[config.mk]
export PLATFORM = sky130hd
export DESIGN_NAME = uart_tx_ser_flat
export DESIGN_NICKNAME = d
export VERILOG_FILES = /design/src/rtl/uart_pkg.sv /design/src/rtl/uart_tx_ser_if.sv /design/src/rtl/uart_baud_tick.sv /design/src/rtl/uart_tx_ser.sv /design/src/flat_wrapper.sv
export SDC_FILE = /design/constraint.sdc
export NUM_CORES = 1
export LEC_CHECK = 0
export BUFFER_PORTS_ARGS = -buffer_cell sky130_fd_sc_hd__clkbuf_2
export CAP_MARGIN = 20
export CORE_MARGIN = 4
export CORE_UTILIZATION = 23
export DETAILED_ROUTE_END_ITERATION = 7
export PLACE_DENSITY = 0.37
export SLEW_MARGIN = 0
export SYNTH_ARGS = -nofsm -noshare
export SYNTH_HDL_FRONTEND = slang
export SYNTH_SLANG_ARGS = --single-unit
[constraint.sdc]
create_clock -name i_clk -period 2.8 [get_ports i_clk]
set_input_delay 0.42 -clock i_clk [delete_from_list [all_inputs] [get_ports i_clk]]
set_output_delay 0.42 -clock i_clk [all_outputs]
set_load 0.005 [all_outputs]
[src/rtl/uart_pkg.sv]
// Shared UART definitions for the TX serialiser and the board RX path.
//   - FSM state encoding (IDLE, START, DATA, PARITY, STOP)
//   - frame constants: data width and idle line level
//   - clks_per_bit(): divider ratio from system clock and line rate
// No ports (package).
package uart_pkg;

  localparam int UART_DATA_BITS = 8;
  localparam logic UART_IDLE_LEVEL = 1'b1;

  localparam logic [2:0] ST_IDLE   = 3'd0;
  localparam logic [2:0] ST_START  = 3'd1;
  localparam logic [2:0] ST_DATA   = 3'd2;
  localparam logic [2:0] ST_PARITY = 3'd3;
  localparam logic [2:0] ST_STOP   = 3'd4;

  // Integer divide; the caller must keep the result >= 2.
  function automatic int clks_per_bit(input int clk_hz, input int baud);
    return clk_hz / baud;
  endfunction

endpackage

[src/rtl/uart_tx_ser_if.sv]
// Byte handshake between an upstream producer and uart_tx_ser.
//   i_tx_byte   byte to send, sampled on handshake
//   i_tx_valid  producer has a byte
//   o_tx_ready  serialiser can accept a byte this cycle
// Valid/ready: a byte transfers on a rising clock edge where i_tx_valid and
// o_tx_ready are both high; the producer may change i_tx_byte freely otherwise.
// Modports: master = producer side, slave = serialiser side.
interface uart_tx_ser_if;
  import uart_pkg::*;

  logic [UART_DATA_BITS-1:0] i_tx_byte;
  logic                      i_tx_valid;
  logic                      o_tx_ready;

  modport master (output i_tx_byte, output i_tx_valid, input o_tx_ready);
  modport slave  (input i_tx_byte, input i_tx_valid, output o_tx_ready);

endinterface

[src/rtl/uart_baud_tick.sv]
// Bit-period timer: counts 0..CLKS_PER_BIT-1 and wraps, emitting a one-cycle
// tick on the last count of every bit period.
//   i_clk    system clock
//   i_rst_n  synchronous active-low reset (count to 0)
//   i_clr    synchronous clear, aligns the bit period to a new frame
//   o_tick   high on the final cycle of each bit period
module uart_baud_tick #(
  parameter int CLKS_PER_BIT = 4
) (
  input  logic i_clk,
  input  logic i_rst_n,
  input  logic i_clr,
  output logic o_tick
);

  localparam int CW = $clog2(CLKS_PER_BIT);
  localparam logic [CW-1:0] LAST = CW'(CLKS_PER_BIT - 1);

  logic [CW-1:0] cnt_q, cnt_d;

  always_comb begin
    cnt_d = cnt_q + CW'(1);
    if (i_clr || (cnt_q == LAST)) cnt_d = '0;
  end

  always_ff @(posedge i_clk) begin
    if (!i_rst_n) cnt_q <= '0;
    else          cnt_q <= cnt_d;
  end

  assign o_tick = (cnt_q == LAST);

endmodule

[src/rtl/uart_tx_ser.sv]
// UART transmitter: one byte per frame, LSB first, 8N1/8N2 with optional parity.
// Optional feature macro: UART_TX_PARITY_EN adds a parity bit after the data
// bits (even parity, or odd when PARITY_ODD=1).
//   i_clk        system clock
//   i_rst_n      synchronous active-low reset
//   tx_if        byte handshake (slave side: i_tx_byte, i_tx_valid, o_tx_ready)
//   o_tx         serial line, idle high, registered
//   o_busy       frame in progress (drops on the final cycle of the last stop bit)
//   o_tx_done    one-cycle pulse on the final cycle of the last stop bit
//   o_dbg_state  current FSM state (uart_pkg ST_* encoding)
module uart_tx_ser
  import uart_pkg::*;
#(
  parameter int CLK_FREQ_HZ = 100_000_000,
  parameter int BAUD        = 115200,
  parameter int STOP_BITS   = 1,
  parameter int PARITY_ODD  = 0
) (
  input  logic         i_clk,
  input  logic         i_rst_n,
  uart_tx_ser_if.slave tx_if,
  output logic         o_tx,
  output logic         o_busy,
  output logic         o_tx_done,
  output logic [2:0]   o_dbg_state
);

  localparam int CLKS_PER_BIT = clks_per_bit(CLK_FREQ_HZ, BAUD);
  localparam logic [2:0] LAST_BIT  = 3'(UART_DATA_BITS - 1);
  localparam logic [2:0] LAST_STOP = 3'(STOP_BITS - 1);

  logic [2:0]                state_q, state_d;
  logic [2:0]                bit_q, bit_d;
  logic [UART_DATA_BITS-1:0] shift_q, shift_d;
  logic                      tx_q, tx_d;
  logic                      tick, last, ready, hs;
`ifdef UART_TX_PARITY_EN
  logic                      par_q, par_d;
`endif

  uart_baud_tick #(.CLKS_PER_BIT(CLKS_PER_BIT)) u_baud (
    .i_clk   (i_clk),
    .i_rst_n (i_rst_n),
    .i_clr   (hs),
    .o_tick  (tick)
  );

  // Final cycle of the frame: ready reopens here so a waiting byte starts
  // its start bit on the very next cycle.
  assign last  = (state_q == ST_STOP) && tick && (bit_q == LAST_STOP);
  assign ready = (state_q == ST_IDLE) || last;
  assign hs    = tx_if.i_tx_valid && ready;

  always_comb begin
    state_d = state_q;
    bit_d   = bit_q;
    shift_d = shift_q;
    tx_d    = tx_q;
`ifdef UART_TX_PARITY_EN
    par_d   = par_q;
`endif
    if (hs) begin
      state_d = ST_START;
      bit_d   = '0;
      shift_d = tx_if.i_tx_byte;
      tx_d    = 1'b0;
`ifdef UART_TX_PARITY_EN
      // Parity is taken from the whole byte now, since the shift reg is consumed.
      par_d   = (PARITY_ODD != 0) ? ~^tx_if.i_tx_byte : ^tx_if.i_tx_byte;
`endif
    end else if (tick) begin
      case (state_q)
        ST_IDLE: ;
        ST_START: begin
          state_d = ST_DATA;
          bit_d   = '0;
          tx_d    = shift_q[0];
        end
        ST_DATA: begin
          if (bit_q == LAST_BIT) begin
            bit_d = '0;
`ifdef UART_TX_PARITY_EN
            state_d = ST_PARITY;
            tx_d    = par_q;
`else
            state_d = ST_STOP;
            tx_d    = UART_IDLE_LEVEL;
`endif
          end else begin
            bit_d   = bit_q + 3'd1;
            shift_d = shift_q >> 1;
            tx_d    = shift_q[1];
          end
        end
`ifdef UART_TX_PARITY_EN
        ST_PARITY: begin
          state_d = ST_STOP;
          bit_d   = '0;
          tx_d    = UART_IDLE_LEVEL;
        end
`endif
        ST_STOP: begin
          tx_d = UART_IDLE_LEVEL;
          if (last) state_d = ST_IDLE;
          else      bit_d   = bit_q + 3'd1;
        end
        default: begin
          state_d = ST_IDLE;
          tx_d    = UART_IDLE_LEVEL;
        end
      endcase
    end
  end

  always_ff @(posedge i_clk) begin
    if (!i_rst_n) begin
      state_q <= ST_IDLE;
      bit_q   <= '0;
      shift_q <= '0;
      tx_q    <= UART_IDLE_LEVEL;
`ifdef UART_TX_PARITY_EN
      par_q   <= 1'b0;
`endif
    end else begin
      state_q <= state_d;
      bit_q   <= bit_d;
      shift_q <= shift_d;
      tx_q    <= tx_d;
`ifdef UART_TX_PARITY_EN
      par_q   <= par_d;
`endif
    end
  end

  assign tx_if.o_tx_ready = ready;
  assign o_tx             = tx_q;
  assign o_busy           = (state_q != ST_IDLE) && !last;
  assign o_tx_done        = last;
  assign o_dbg_state      = state_q;

endmodule
[src/flat_wrapper.sv]
// flat-port wrapper written by rule: the top's interface ports become plain ports
module uart_tx_ser_flat import uart_pkg::*;
#(
  parameter int CLK_FREQ_HZ = 100_000_000,
  parameter int BAUD        = 115200,
  parameter int STOP_BITS   = 1,
  parameter int PARITY_ODD  = 0
)
  (i_clk, i_rst_n, o_tx, o_busy, o_tx_done, o_dbg_state, tx_if_i_tx_byte, tx_if_i_tx_valid, tx_if_o_tx_ready);
  uart_tx_ser_if tx_if_i ();
  input  logic i_clk;
  input  logic i_rst_n;
  output logic o_tx;
  output logic o_busy;
  output logic o_tx_done;
  output logic [2:0] o_dbg_state;
  input wire logic [$bits(tx_if_i.i_tx_byte)-1:0] tx_if_i_tx_byte;
  input wire logic [$bits(tx_if_i.i_tx_valid)-1:0] tx_if_i_tx_valid;
  output wire logic [$bits(tx_if_i.o_tx_ready)-1:0] tx_if_o_tx_ready;
  assign tx_if_i.i_tx_byte = tx_if_i_tx_byte;
  assign tx_if_i.i_tx_valid = tx_if_i_tx_valid;
  assign tx_if_o_tx_ready = tx_if_i.o_tx_ready;
  uart_tx_ser #(.CLK_FREQ_HZ(CLK_FREQ_HZ), .BAUD(BAUD), .STOP_BITS(STOP_BITS), .PARITY_ODD(PARITY_ODD)) u_core (.i_clk(i_clk), .i_rst_n(i_rst_n), .tx_if(tx_if_i), .o_tx(o_tx), .o_busy(o_busy), .o_tx_done(o_tx_done), .o_dbg_state(o_dbg_state));
endmodule
# Yosys cells after proc, flatten, opt, wreduce, memory -nomap -nowiden
# Index checks and enable logic that the tools add are counted.
[word_totals]
regBits = 25
input_bits = 11
output_inout_bits = 7
elab_cells = 58
[classes]
addsub = 2
n_eq_ne = 12
n_mux = 16
bitwise_logic = 2
n_reduce_logical = 20
[op_table]
columns = ["op", "count"]
rows = [
  ["8-bit two-way mux", 4],
  ["3-bit two-way mux", 4],
  ["3-bit case mux with 4 select lines", 1],
  ["10-bit by 1-bit adder with 10-bit output, second input constant", 1],
  ["10-bit equality test, second input constant", 1],
  ["3-bit case mux with 3 select lines", 1],
  ["4-bit AND reduction", 2],
  ["3-bit equality test, second input constant", 2],
  ["3-bit logical NOT", 2],
  ["2-bit inequality test, second input constant", 3],
  ["3-bit by 2-bit inequality test with 1-bit output, second input constant", 2],
  ["3-bit AND reduction", 2],
  ["3-bit nonzero test", 2],
  ["1-bit two-way mux", 5],
  ["1-bit logical AND", 4],
  ["2-bit by 1-bit inequality test with 1-bit output, second input constant", 2],
  ["2-bit nonzero test", 2],
  ["2-bit OR reduction", 2],
  ["3-bit by 1-bit adder with 3-bit output, second input constant", 1],
  ["3-bit by 1-bit equality test with 1-bit output, second input constant", 1],
  ["3-bit by 2-bit equality test with 1-bit output, second input constant", 1],
  ["1-bit case mux with 3 select lines", 1],
  ["1-bit logical OR", 2],
  ["1-bit inverter", 2],
  ["other kinds (2)", 2],
]

# Longest topological paths before layout
[depth]
depth_word = 7
ltp_mapped = 8
ltp_nobuf = 7

# Cells and area by module
# A second synthesis with hierarchy kept.
[unflattened]
hier_cells = 157
hier_area_um2 = 1291.2
[modules_own_cells]
columns = ["mod", "instances", "cells_each", "area_per_inst_um2", "seq_area_each_um2"]
rows = [
  ["uart_tx_ser", 1, 104, 837.1, 300.3],
  ["uart_baud_tick", 1, 53, 454.2, 200.2],
]

# Worst setup path after synthesis
# OpenSTA, ideal clock, no wires.
[synth_timing]
kind = "reg2reg"
from = "register u_core.u_baud.cnt_q[0]"
to = "register u_core.state_q[1] (netlist: u_core.o_dbg_state[1])"
setup_ns = 0.074
arrival_ns = 2.010
required_time_ns = 2.726
slack_ns = 0.716
stages_incl_launch_ff = 7
path_buffers = 1
synth_period_minus_slack_ns = 2.084
cell_sequence = "dfxtp_1 -> ha_1 -> or4b_4 -> or3_1 -> clkbuf_2 -> or3_1 -> a31oi_1"
[synth_between]
elab_chain_cells = 6
word_cells_on_any_way = 8
classes_between = "eq/ne (2); reduce/logical (6)"
[synth_rtl]
columns = ["item", "line", "text"]
rows = [
  ["start, declared", "uart_baud_tick.sv:19", "logic [CW-1:0] cnt_q, cnt_d;"],
  ["start signal, assigned", "uart_baud_tick.sv:28", "else cnt_q <= cnt_d;"],
  ["10-bit equality test (*)", "uart_baud_tick.sv:31", "assign o_tick = (cnt_q == LAST);"],
  ["branches (longest 5 deep; another with 4-bit AND reduction)", "--", ""],
  ["end signal, assigned", "uart_tx_ser.sv:125", "state_q <= state_d;"],
  ["end, declared", "uart_tx_ser.sv:32", "logic [2:0] state_q, state_d;"],
]
# Every way passes the cells marked *.
# A chain may end at the register's enable or synchronous reset.

# Worst setup path in the final report
[layout_timing]
from = "register u_core.u_baud.cnt_q[0]"
to = "output o_busy"
[layout_between]
elab_chain_cells = 5
[layout_rtl]
columns = ["item", "line", "text"]
rows = [
  ["10-bit equality test", "uart_baud_tick.sv:31", ""],
  ["1-bit logical AND (2 in a row)", "uart_tx_ser.sv:50", "assign last = (state_q == ST_STOP) && tick && (bit_q == LAST_STOP);"],
  ["1-bit logical NOT", "uart_tx_ser.sv:137", "assign o_busy = (state_q != ST_IDLE) && !last;"],
  ["1-bit logical AND", "uart_tx_ser.sv:137", ""],
  ["end, declared", "flat_wrapper.sv:14", "output logic o_busy;"],
]
# No other way between the ends.

==> results.py <==
metrics = {
    "worst_hold_path": {
        "hold-path-endpoint": "u_core.shift_q[7]$_SDFFE_PN0P_",
        "min_from": "tx_if_i_tx_byte[7]",
        "hold_class": "primary input to flop",
        "whs_path_depth": 3,
    },
    "synthesis": {
        "synth.largest_area_cell": "dfxtp_1",
        "syn_inst": 142,
        "synth.top_cell.area_share_pct": 39.7,
        "syn-mean-instance-area_um2": 8.88,
        "ys.flop_type": "dfxtp_1",
        "syn_area_um2": 1260,
        "synth_cell_type_count": 40,
        "async_flop_share_pct": 0,
        "yosys_warnings": 0,
        "synth-edff-count": 0,
        "synth_area_leaders": "dfxtp_1 40%, xnor2_1 4.9%, mux2i_1 4.8%",
        "ys_ff_latch": 25,
        "synth_nets": 157,
        "ys_seq_area_share_pct": 39.7,
        "synth.most_common_cell": "dfxtp_1",
        "synth_common_cells": "25 x dfxtp_1, 15 x nor2_1, 11 x a21oi_1, 11 x nand2_1, 8 x o21ai_0",
    },
    "worst_setup_path": {
        "path_cells": "ha_1 > or4b_4 > nor4_2 > or2_2 > inv_1 > clkbuf_2",
        "r2r_slack_ns": 0.49,
        "crit_path_max_incr_delay_ns": 0.53,
        "reg2reg_depth": 6,
        "r2r_end": "u_core.bit_q[2]$_SDFFE_PP0P_",
        "crit_path_end_kind": "primary output",
        "cp_slowest_cell": "or4b_4",
        "critPathTopFamily": "simple AND/OR/NAND/NOR gates",
        "cp.required_ns": 2.38,
        "r2r-start": "u_core.u_baud.cnt_q[0]$_SDFF_PP0_",
        "crit_type": "flop to primary output",
        "startpoint_type": "flop",
        "crit_arrival_ns": 2.14,
        "worstPathMaxFanout": 4,
        "critPathBufInv": 2,
    },
    "cts": {
        "root_buffer": "clkbuf_8",
        "cts_tree": "done",
        "max-clock-path-buffers": 2,
        "clk_pin_slew_ns": 0.09,
        "h-tree-depth": 1,
        "post-cts-setup-buffers": 0,
        "clkSinkCount": 25,
        "cts_resized": 0,
        "cts_buffers": 3,
        "cts_hold_buf": 0,
        "clkLatencyLatePin_ns": 0.27,
    },
    "placed_design": {
        "dp_hpwl_um": 2040,
        "gp_congestion": 0.749,
        "place_area_um2": 1400,
        "place.port_buffers": 17,
    },
    "drt": {
        "vias": 1015,
        "drtIter0Drc": 32,
        "wl_per_cell_um": 11.6,
        "remaining_drc_errors": 0,
        "wl_um": 2650,
        "viasPerCell": 4.45,
        "ant_nets": 0,
        "first_pass_iters": 2,
    },
    "timing": {
        "rsz0062_at_grt": "false",
        "max_freq_ghz": 0.390,
        "hold_violations": 0,
        "clock_skew_ns": 0.00629,
        "fin_crit_sh_pct": 91.5,
        "setup_tns_ns": 0,
        "final_max_slew_viol_count": 0,
        "report.final.setup_viol": 0,
        "period_minus_slack_ns": 2.56,
        "maxSlewHeadroom_pct": 56.6,
        "worst_pin_slew_ns": 0.650,
    },
    "power_and_ir_drop": {
        "power_leakage_nw": 0.504,
        "switching_share_pct": 24.5,
        "power_frac_comb_pct": 9.0,
        "pwr-share-clk_pct": 32.9,
        "power_density_nw_per_um2": 455,
        "intPower_w": 0.000497,
        "ir_drop_v": 0.000310,
        "seqPwrFrac_pct": 58.1,
        "p_switching_w": 0.000161,
    },
    "layout": {
        "finish.net_count": 174,
        "area_delta_synth_final_pct": 14.7,
        "fill_cells": 594,
        "drive_above_1_share_pct": 20.3,
        "final_util_pct": 27.8,
        "design_area_um2": 1450,
        "antennaDiodeCount": 0,
    },
    "die": {
        "die_area_um2": 6730,
        "start_util_pct": 24.2,
        "row_count": 26,
        "die-width_um": 82.1,
        "ios": 18,
        "die_h_um": 82.1,
        "core-area_um2": 5200,
    },
    "grt": {
        "globalRouteOverflowTotal": 0,
        "grt_pass1_wl_um": 4480,
        "antenna_found_initial": 0,
        "track_usage_pct": 8.64,
        "grt_start_max_net_pins": 20,
        "first_global_vias": 997,
    },
    "flow_run": {
        "maxCapViolations": 0,
    },
    "run_status": {
        "status": "finished clean",
    },
}
## worst register-to-register path, cell delays in order (launching register included)
cell     delay [ns]
dfxtp_1        0.39
ha_1           0.23
or4b_4         0.53
nor3_2         0.37
nand2_2        0.11
or4b_1         0.48
a21oi_1        0.14
## registers in the layout, summed over array words and instances, names as in the netlist
signal	flops
u_core.bit_q	3
u_core.shift_q	8
u_core.o_tx	1
u_core.o_dbg_state	3
u_core.u_baud.cnt_q	10
## per-layer routing
layer / share of wire, % / vias to the layer above / wire length (um) / global-route usage (%)
met1: 47 / 475 / 1240 / 10.3
met4: 1.2 / 0 / 33 / 2.99
met3: 3.3 / 2 / 86 / 2.74
met5: 0 / - / 0 / 0
met2: 49 / 7 / 1290 / 14.5
li1: - / 531 / - / -
## power by group through the flow
stage | Combinational [W] | Clock [W] | Sequential, W
global route | 0.0000673 | 0.000245 | 0.000385
floorplan | 0.0000441 | 0 | 0.000386
detailed placement | 0.0000610 | 0 | 0.000391
CTS | 0.0000610 | 0.000234 | 0.000382
finish | 0.0000593 | 0.000217 | 0.000382
global placement | 0.0000603 | 0 | 0.000391
## area by class of cell
class	instances	area (um^2)	area share [%]
multi-input cells	105	694	48.0
flip-flops and latches	25	500	34.6
repair buffers	18	92.6	6.40
clock inverters	1	7.51	0.519
inverters	6	22.5	1.56
well taps	70	87.6	6.06
clock buffers	3	41.3	2.85
## how the worst max path moves through the flow
| stage | endpoint | cells after the start | startpoint | slack [ns] |
|---|---|---|---|---|
| after floorplan | u_core.o_dbg_state[1]$_SDFFE_PP0P_ | 6 | u_core.u_baud.cnt_q[0]$_SDFF_PP0_ | 0.72 |
| after global placement | u_core.o_dbg_state[1]$_SDFFE_PP0P_ | 6 | u_core.u_baud.cnt_q[0]$_SDFF_PP0_ | 0.45 |
| after detailed placement | u_core.o_dbg_state[1]$_SDFFE_PP0P_ | 6 | u_core.u_baud.cnt_q[0]$_SDFF_PP0_ | 0.48 |
| after CTS | o_busy | 6 | u_core.u_baud.cnt_q[0]$_SDFF_PP0_ | 0.21 |
| after global routing | o_busy | 6 | u_core.u_baud.cnt_q[0]$_SDFF_PP0_ | 0.11 |
| final | o_busy | 6 | u_core.u_baud.cnt_q[0]$_SDFF_PP0_ | 0.24 |
## cells in the final DEF (no fill, tap or decap), types with 4 or more instances in the layout
cell type and instances:
dfxtp_1 25, clkbuf_2 17, nor2_1 15, nand2_1 11, a21oi_1 11, o21ai_0 8
xnor2_1 7, inv_1 6, mux2i_1 6, nand3_1 5, ha_1 4
## cells by family (layout without fill, tap and decap cells)
family / Yosys count / after routing / synth area share (%)
XOR/XNOR: 10 / 10 / 6.94
adder cells (fa/ha/maj): 4 / 4 / 3.97
buffers and inverters: 12 / 28 / 5.26
multiplexers: 6 / 6 / 4.76
flip-flops: 25 / 25 / 39.7
AO/OA/AOI/OAI: 29 / 29 / 13.7
AND/OR/NAND/NOR: 56 / 56 / 25.7
## through the flow
step	total power (W)	hold slack (ns)	std cells	setup slack (ns)
3_5_place_dp	0.000452	0.457	224	0.481
6_report	0.000658	0.386	228	0.238
2_1_floorplan	0.000430	0.430	142	0.716
3_3_place_gp	0.000451	0.452	224	0.447
5_1_grt	0.000697	0.427	228	0.109
4_1_cts	0.000677	0.383	228	0.206
No activity file was read; power rests on OpenSTA's default activity.
